File: config.mk
export PLATFORM = sky130hd
export DESIGN_NAME = melody_player
export DESIGN_NICKNAME = d
export VERILOG_FILES = /design/src/rtl/melody_player.sv
export SDC_FILE = /design/constraint.sdc
export NUM_CORES = 1
export LEC_CHECK = 0
export BUFFER_PORTS_ARGS = -buffer_cell sky130_fd_sc_hd__buf_2
export CAP_MARGIN = 10
export CORE_MARGIN = 2
export CORE_UTILIZATION = 51
export DETAILED_ROUTE_END_ITERATION = 16
export PLACE_DENSITY_LB_ADDON = 0.2
export SKIP_CTS_REPAIR_TIMING = 1
export SYNTH_ARGS = -nofsm -noshare
export SYNTH_HDL_FRONTEND = slang
export SYNTH_SLANG_ARGS = --single-unit
File: constraint.sdc
create_clock -name clk -period 7 [get_ports clk]
set_input_delay 1.4 -clock clk [delete_from_list [all_inputs] [get_ports clk]]
set_output_delay 1.4 -clock clk [all_outputs]
set_load 0.01 [all_outputs]
File: src/rtl/melody_player.sv
// melody_player: plays a fixed melody from an internal ROM.
//   Drives a voice code to an external note selector, turns the returned
//   half-period count into a square wave, and times each note in beats.
//   A silent gap is inserted between notes.
//
// Ports:
//   clk       in   system clock, rising edge
//   rst_n     in   asynchronous active-low reset
//   start     in   1-cycle pulse, begins playback at ROM entry 0
//   stop      in   aborts playback (wins over start)
//   note_div  in   half-period count for the current voice (0 = silent)
//   voice     out  voice code to the note selector (0 outside NOTE)
//   audio     out  square wave to the buzzer
//   busy      out  high while in NOTE or GAP
//   done      out  1-cycle pulse at end of song
//   note_idx  out  current ROM index
//
// Build option: define LOOP_EN to repeat the song until stop.
//   The done pulse still appears once per pass, but busy stays high.
//
// State table:
//   state  | meaning
//   IDLE   | waiting for start, outputs silent
//   NOTE   | playing rom[note_idx] for beats*BEAT_DIV cycles
//   GAP    | silent pause of GAP_CYC cycles between notes
//   DONE   | one-cycle end-of-song marker
module melody_player #(
  parameter int unsigned BEAT_DIV = 10_000_000,
  parameter int unsigned GAP_CYC  = 400_000,
  parameter int unsigned SONG_LEN = 16
) (
  input  logic        clk,
  input  logic        rst_n,
  input  logic        start,
  input  logic        stop,
  input  logic [19:0] note_div,
  output logic [3:0]  voice,
  output logic        audio,
  output logic        busy,
  output logic        done,
  output logic [4:0]  note_idx
);

`ifdef LOOP_EN
  localparam bit LOOP = 1'b1;
`else
  localparam bit LOOP = 1'b0;
`endif

  localparam logic [31:0] SUB_LOAD = 32'(BEAT_DIV - 1);
  localparam logic [31:0] GAP_LOAD = 32'(GAP_CYC - 1);
  localparam logic [5:0]  LEN      = 6'(SONG_LEN);

  typedef enum logic [1:0] {S_IDLE, S_NOTE, S_GAP, S_DONE} state_t;

  state_t      state_q, state_d;
  logic [4:0]  idx_q, idx_d;
  logic [31:0] beat_q, beat_d;
  logic [31:0] sub_q, sub_d;
  logic [31:0] gap_q, gap_d;
  logic [19:0] tone_q, tone_d;
  logic        audio_q, audio_d;
  logic        busy_q, busy_d;

  // Song ROM, entry = {voice, beats}; beats == 0 terminates the song.
  function automatic logic [3:0] rom_voice(input logic [4:0] a);
    case (a)
      5'd0:    rom_voice = 4'h6;
      5'd1:    rom_voice = 4'hA;
      5'd2:    rom_voice = 4'h6;
      default: rom_voice = 4'h0;
    endcase
  endfunction

  function automatic logic [3:0] rom_beats(input logic [4:0] a);
    case (a)
      5'd0:    rom_beats = 4'd2;
      5'd1:    rom_beats = 4'd1;
      5'd2:    rom_beats = 4'd1;
      default: rom_beats = 4'd0;
    endcase
  endfunction

  logic [5:0] nxt_idx;
  logic [3:0] beats0, nxt_beats;
  logic       song_end;

  assign nxt_idx   = {1'b0, idx_q} + 6'd1;
  assign beats0    = rom_beats(5'd0);
  assign nxt_beats = rom_beats(nxt_idx[4:0]);
  assign song_end  = (nxt_idx >= LEN) || (nxt_beats == 4'd0);

  always_ff @(posedge clk or negedge rst_n) begin
    if (!rst_n) begin
      state_q <= S_IDLE;
      idx_q   <= '0;
      beat_q  <= '0;
      sub_q   <= '0;
      gap_q   <= '0;
      tone_q  <= '0;
      audio_q <= 1'b0;
      busy_q  <= 1'b0;
    end else begin
      state_q <= state_d;
      idx_q   <= idx_d;
      beat_q  <= beat_d;
      sub_q   <= sub_d;
      gap_q   <= gap_d;
      tone_q  <= tone_d;
      audio_q <= audio_d;
      busy_q  <= busy_d;
    end
  end

  always_comb begin
    state_d = state_q;
    idx_d   = idx_q;
    beat_d  = beat_q;
    sub_d   = sub_q;
    gap_d   = gap_q;
    tone_d  = tone_q;
    audio_d = audio_q;

    case (state_q)
      S_IDLE: begin
        if (start) begin
          idx_d = '0;
          if (beats0 == 4'd0) begin
            state_d = S_DONE;
          end else begin
            state_d = S_NOTE;
            beat_d  = {28'd0, beats0};
            sub_d   = SUB_LOAD;
            tone_d  = '0;
            audio_d = 1'b0;
          end
        end
      end

      S_NOTE: begin
        // >= rather than == so a shrinking note_div cannot run the counter away.
        if (note_div == 20'd0) begin
          tone_d  = '0;
          audio_d = 1'b0;
        end else if (tone_q >= note_div - 20'd1) begin
          tone_d  = '0;
          audio_d = ~audio_q;
        end else begin
          tone_d  = tone_q + 20'd1;
        end

        if (sub_q == 32'd0) begin
          if (beat_q <= 32'd1) begin
            state_d = S_GAP;
            gap_d   = GAP_LOAD;
            beat_d  = '0;
            sub_d   = '0;
            tone_d  = '0;
            audio_d = 1'b0;
          end else begin
            beat_d  = beat_q - 32'd1;
            sub_d   = SUB_LOAD;
          end
        end else begin
          sub_d = sub_q - 32'd1;
        end
      end

      S_GAP: begin
        if (gap_q == 32'd0) begin
          if (song_end) begin
            state_d = S_DONE;
          end else begin
            state_d = S_NOTE;
            idx_d   = nxt_idx[4:0];
            beat_d  = {28'd0, nxt_beats};
            sub_d   = SUB_LOAD;
            tone_d  = '0;
            audio_d = 1'b0;
          end
        end else begin
          gap_d = gap_q - 32'd1;
        end
      end

      S_DONE: begin
        idx_d = '0;
        if (LOOP && beats0 != 4'd0) begin
          state_d = S_NOTE;
          beat_d  = {28'd0, beats0};
          sub_d   = SUB_LOAD;
          tone_d  = '0;
          audio_d = 1'b0;
        end else begin
          state_d = S_IDLE;
        end
      end

      default: state_d = S_IDLE;
    endcase

    if (stop) begin
      state_d = S_IDLE;
      idx_d   = '0;
      beat_d  = '0;
      sub_d   = '0;
      gap_d   = '0;
      tone_d  = '0;
      audio_d = 1'b0;
    end

    // When looping, the DONE cycle is part of continuous playback.
    busy_d = (state_d == S_NOTE) || (state_d == S_GAP) ||
             (LOOP && state_d == S_DONE);
  end

  always_comb begin
    voice    = (state_q == S_NOTE) ? rom_voice(idx_q) : 4'h0;
    audio    = audio_q;
    busy     = busy_q;
    done     = (state_q == S_DONE);
    note_idx = idx_q;
  end

endmodule

# Word-level counts from Yosys, hierarchy flattened
# Cells that the tools add are included.
# word_totals
ff_bits	125
in_bits	24
output_inout_bits	12
wordCells	103
# op_classes
addsub	6
n_lt_le_gt_ge	3
eq_ne	15
muxes	52
bitwise_logic	1
n_reduce_logical	18
# op_table
operator	n
two-way mux 32 bit	15
case mux 32 bit (3 select lines)	2
two-way mux 20 bit	8
subtractor 32 x 1 -> 32 bit, second input constant	3
logical NOT 32 bit	2
case mux 32 bit (2 select lines)	1
case mux 20 bit (3 select lines)	1
less-or-equal comparator 32 x 1 -> 1 bit, second input constant	1
two-way mux 24 bit	1
adder 20 x 1 -> 20 bit, second input constant	1
>= comparator 20 bit	1
logical NOT 20 bit	1
two-way mux 5 bit	4
subtractor 20 x 1 -> 20 bit, second input constant	1
inequality test 3 bit, second input constant	6
case mux 5 bit (3 select lines)	1
two-way mux 2 bit	6
AND reduction 4 bit	3
== test 5 x 1 -> 1 bit, second input constant	2
== test 5 x 2 -> 1 bit, second input constant	2
logical NOT 5 bit	2
two-way mux 1 bit	8
case mux 2 bit (4 select lines)	1
case mux 4 bit (2 select lines)	1
15 further kinds	21

# Longest topological paths before layout
# logic_depth
depth_word	12
depth_mapped	16
mapped_depth_nobuf	15

# Least setup slack after synthesis
# Ideal clock, no wire load.
# synth_path
kind	input port to flip-flop
startpoint	input port note_div[11]
endpoint	register tone_q[13]
setup_ns	0.121
arrival_ns	4.391
required_ns	6.879
path_slack_ns	2.487
cell_stages	11
path_buffers	1
path_cell_list	or4_1 > or4_1 > xor2_1 > ha_1 > nand4_1 > or4_1 > o211ai_1 > nor3_1 > nor2_1 > buf_2 > nor2_1
# synth_via
elab_chain_len	8
elab_cells_between_ends	9
cone_classes	add/sub: 1; order compare: 1; mux: 6; reduce/logical: 1
# synth_lines
element	line	rtl
start, declared	36	input logic [19:0] note_div,
subtractor 20 x 1 -> 20 bit	145	end else if (tone_q >= note_div - 20'd1) begin
>= comparator 20 bit	145	
two-way mux 20 bit	145	
two-way mux 20 bit *	142	if (note_div == 20'd0) begin
two-way mux 20 bit	153	if (beat_q <= 32'd1) begin
two-way mux 20 bit *	152	if (sub_q == 32'd0) begin
case mux 20 bit (3 select lines) *	124	case (state_q)
two-way mux 20 bit *	202	if (stop) begin
end signal, assigned	109	tone_q <= tone_d;
end, declared	61	logic [19:0] tone_q, tone_d;
# Every way passes the cells marked *; elsewhere a longest branch is shown, timed or not.
# A chain may end at the register's enable or synchronous reset.

# Worst setup path in the final report
# layout_path
startpoint	input port note_div[11]
endpoint	register audio_q, in the netlist audio
# layout_via
elab_chain_len	8
elab_cells_between_ends	9
cone_classes	add/sub: 1; order compare: 1; mux: 6; reduce/logical: 1
# layout_lines
element	line	rtl
subtractor 20 x 1 -> 20 bit	145	
>= comparator 20 bit	145	
two-way mux 1 bit	145	
two-way mux 1 bit *	142	
two-way mux 1 bit	153	
two-way mux 1 bit *	152	
case mux 1 bit (3 select lines) *	124	
two-way mux 1 bit *	202	
end signal, assigned	110	audio_q <= audio_d;
end, declared	62	logic audio_q, audio_d;
# Marks and branches as above.

==> flow_summary.toml <==
[placement]
routabilityCongestion = 0.810
io_buffer_count = 34
dp_hpwl_um = 13300

[sta]
skew_ps = 8.72
tns_ps = 0
fmax_mhz = 203
hold_viol = 0
slew_headroom_pct = 29.9
rsz0062_at_grt = "no"
fin_crit_sh_pct = 70.3
min_period_ps = 4920
drv_slew = 0
setup_viol = 0
tightestPinTransition_ps = 1040

[die]
boundaryPins = 36
std_cell_rows = 46
fp.dieW_um = 130
coreArea_um2 = 15700
start_util_pct = 51.6
die_h_um = 130
dieArea_um2 = 16900

[global_route]
grt.overflow.total = 0
antenna_found_initial = 0
grt_max_degree = 69
grt_usage_pct = 24.4
grt_pass1_wl_um = 33100
grt_pass1_vias = 6785

[synth]
synth.cell_area_um2 = 8110
ys_types = 64
ys_warn_count = 0
synthCells = 966
yosysTopAreaCell = "dfrtp_1"
synth_most_common_cell = "dfrtp_1"
syn_avg_cell_area_um2 = 8.40
synth_fp_nets = 1026
synth-seq-cells = 125
synth_commonest_cells = "dfrtp_1 (125), nor2_1 (114), o21ai_0 (109)"
yosys_most_used_dff = "dfrtp_1"
netlist_top_cells_area = "dfrtp_1 (39%), o21ai_0 (6.7%), ha_1 (5.6%)"
synth_top_area_share_pct = 38.6
synth.yosys.seq_area_share_pct = 38.6
synth_async_sr_flop_share_pct = 100
synth-edff-count = 0

[worst_setup_path]
startpoint_type = "input pin"
critPathMaxFanout = 13
end_kind = "flop"
arrival_ps = 5180
worstSetupPathType = "in2reg"
critPathRequiredTime_ps = 7260

[power_and_ir_drop]
ir_drop_uv = 238
power.density_nw_per_um2 = 373
p_leak_nw = 3.89

[routing]
wl_um = 19900
drtAntennaViolNets = 0
drc = 0
drt_first_pass_iters = 5
drt_iter0_markers = 601
vias = 7340
wl_per_cell_um = 16.5
via_per_inst = 6.08

[outcome]
status = "finished, final reports clean"

[cells_and_area]
final_nets = 1039
drive_gt1_share_pct = 9.48
area_growth_pct = 10.9
diodes = 0
final_util_pct = 57.3

[cts]
cts_buffer_depth = 2
clock-root-buffer = "clkbuf_16"
tritoncts = "built"
htreeDepth = 4
clk_pin_slew_ps = 50
clk_latency_ps = 420
cts_inserted_buffers = 17
clock_sinks = 125

[worst_hold_path]
worstHoldPathType = "reg2reg"

[job]
drv_cap = 0
[critical path, stage by stage]
cell and delay, ps:
buf_2 120, or4_1 560, or4_1 560, xor2_1 160, ha_1 290, nand4_1 120
or4_1 530, o211ai_1 280, nor3_1 240, nor2_1 720, o32ai_1 200
[cell families (layout without fill, tap and decap cells)]
group	Yosys count	in the layout	share of synthesized area (%)
simple gates	431	431	28.0
compound gates	274	274	21.1
xor+xnor	30	30	3.24
other cells	1	1	0.0462
buf+inv	69	95	3.50
flops	125	125	38.6
fa+ha+maj	36	36	5.55
[state kept, by name (all words and copies together), names as in the netlist]
name	cells
beat_q	32
gap_q	32
sub_q	32
tone_q	20
note_idx	5
state_q	2
audio	1
busy	1
[cell usage in the layout (no fill, tap or decap), drive strengths merged, types with 3 or more instances in the layout]
cell / count
a21o: 5
a21oi: 52
a22o: 9
a311oi: 4
a31oi: 6
and2: 8
and3: 7
and4: 4
buf: 41
clkbuf: 20
clkinv: 7
clkinvlp: 4
dfrtp: 125
ha: 36
inv: 21
nand2: 74
nand2b: 5
nand3: 29
nand3b: 3
nand4: 16
nand4b: 5
nor2: 114
nor2b: 9
nor3: 45
nor4: 31
o2111ai: 3
o211a: 3
o211ai: 7
o21a: 3
o21ai: 114
o311ai: 3
o31a: 4
o31ai: 33
o41ai: 14
or2: 10
or3: 42
or4: 23
xnor2: 14
xor2: 16
[power by group]
group / switching, mW / internal [mW] / total [mW]
clock network: 0.330 / 0.538 / 0.868
registers: 0.121 / 0.839 / 0.959
logic: 1.01 / 0.514 / 1.53
[per-stage QoR]
step | worst slack (ps) | power [mW] | std cells | hold slack [ps] | area (um^2)
after floorplan | 2490 | 2.12 | 966 | 437 | 8110
after global placement | 1760 | 2.46 | 1176 | 465 | 8420
after detailed placement | 1690 | 2.48 | 1176 | 468 | 8420
after CTS | 2110 | 3.36 | 1208 | 475 | 9000
after global routing | 1830 | 3.61 | 1208 | 494 | 9000
final | 2080 | 3.35 | 1208 | 469 | 9000
[final timing paths]
kind / start / to / slack, ps / depth (start not counted)
worst min register to register: beat_q[16] / beat_q[16] / 470 / 1
min in group asynchronous: rst_n / tone_q[13] / 1040 / 1
max in group asynchronous: rst_n / sub_q[29] / 4570 / 2
worst max-delay path: note_div[11] / audio / 2080 / 11
worst min-delay path: beat_q[16] / beat_q[16] / 470 / 1
worst max register to register: gap_q[0] / sub_q[24] / 2640 / 9
[area by class of cell]
cell class,instances,area [um^2]
fillers,1436,6720
clock inverters,12,120
multi-input cells,772,4710
inverters,22,82.6
flip-flops and latches,125,3130
repair buffers,41,225
well taps,216,270
clock buffers,20,457
[layer usage]
| metal | GRT usage, % | share of wire (%) | vias to the layer above |
|---|---|---|---|
| met5 | 0 | 0 | - |
| met4 | 7.46 | 1.3 | 0 |
| met3 | 5.33 | 3.8 | 23 |
| met2 | 39.1 | 46 | 150 |
| met1 | 33.4 | 48 | 3520 |
| li1 | - | - | 3647 |
No activity file was read; power rests on OpenSTA's default activity.
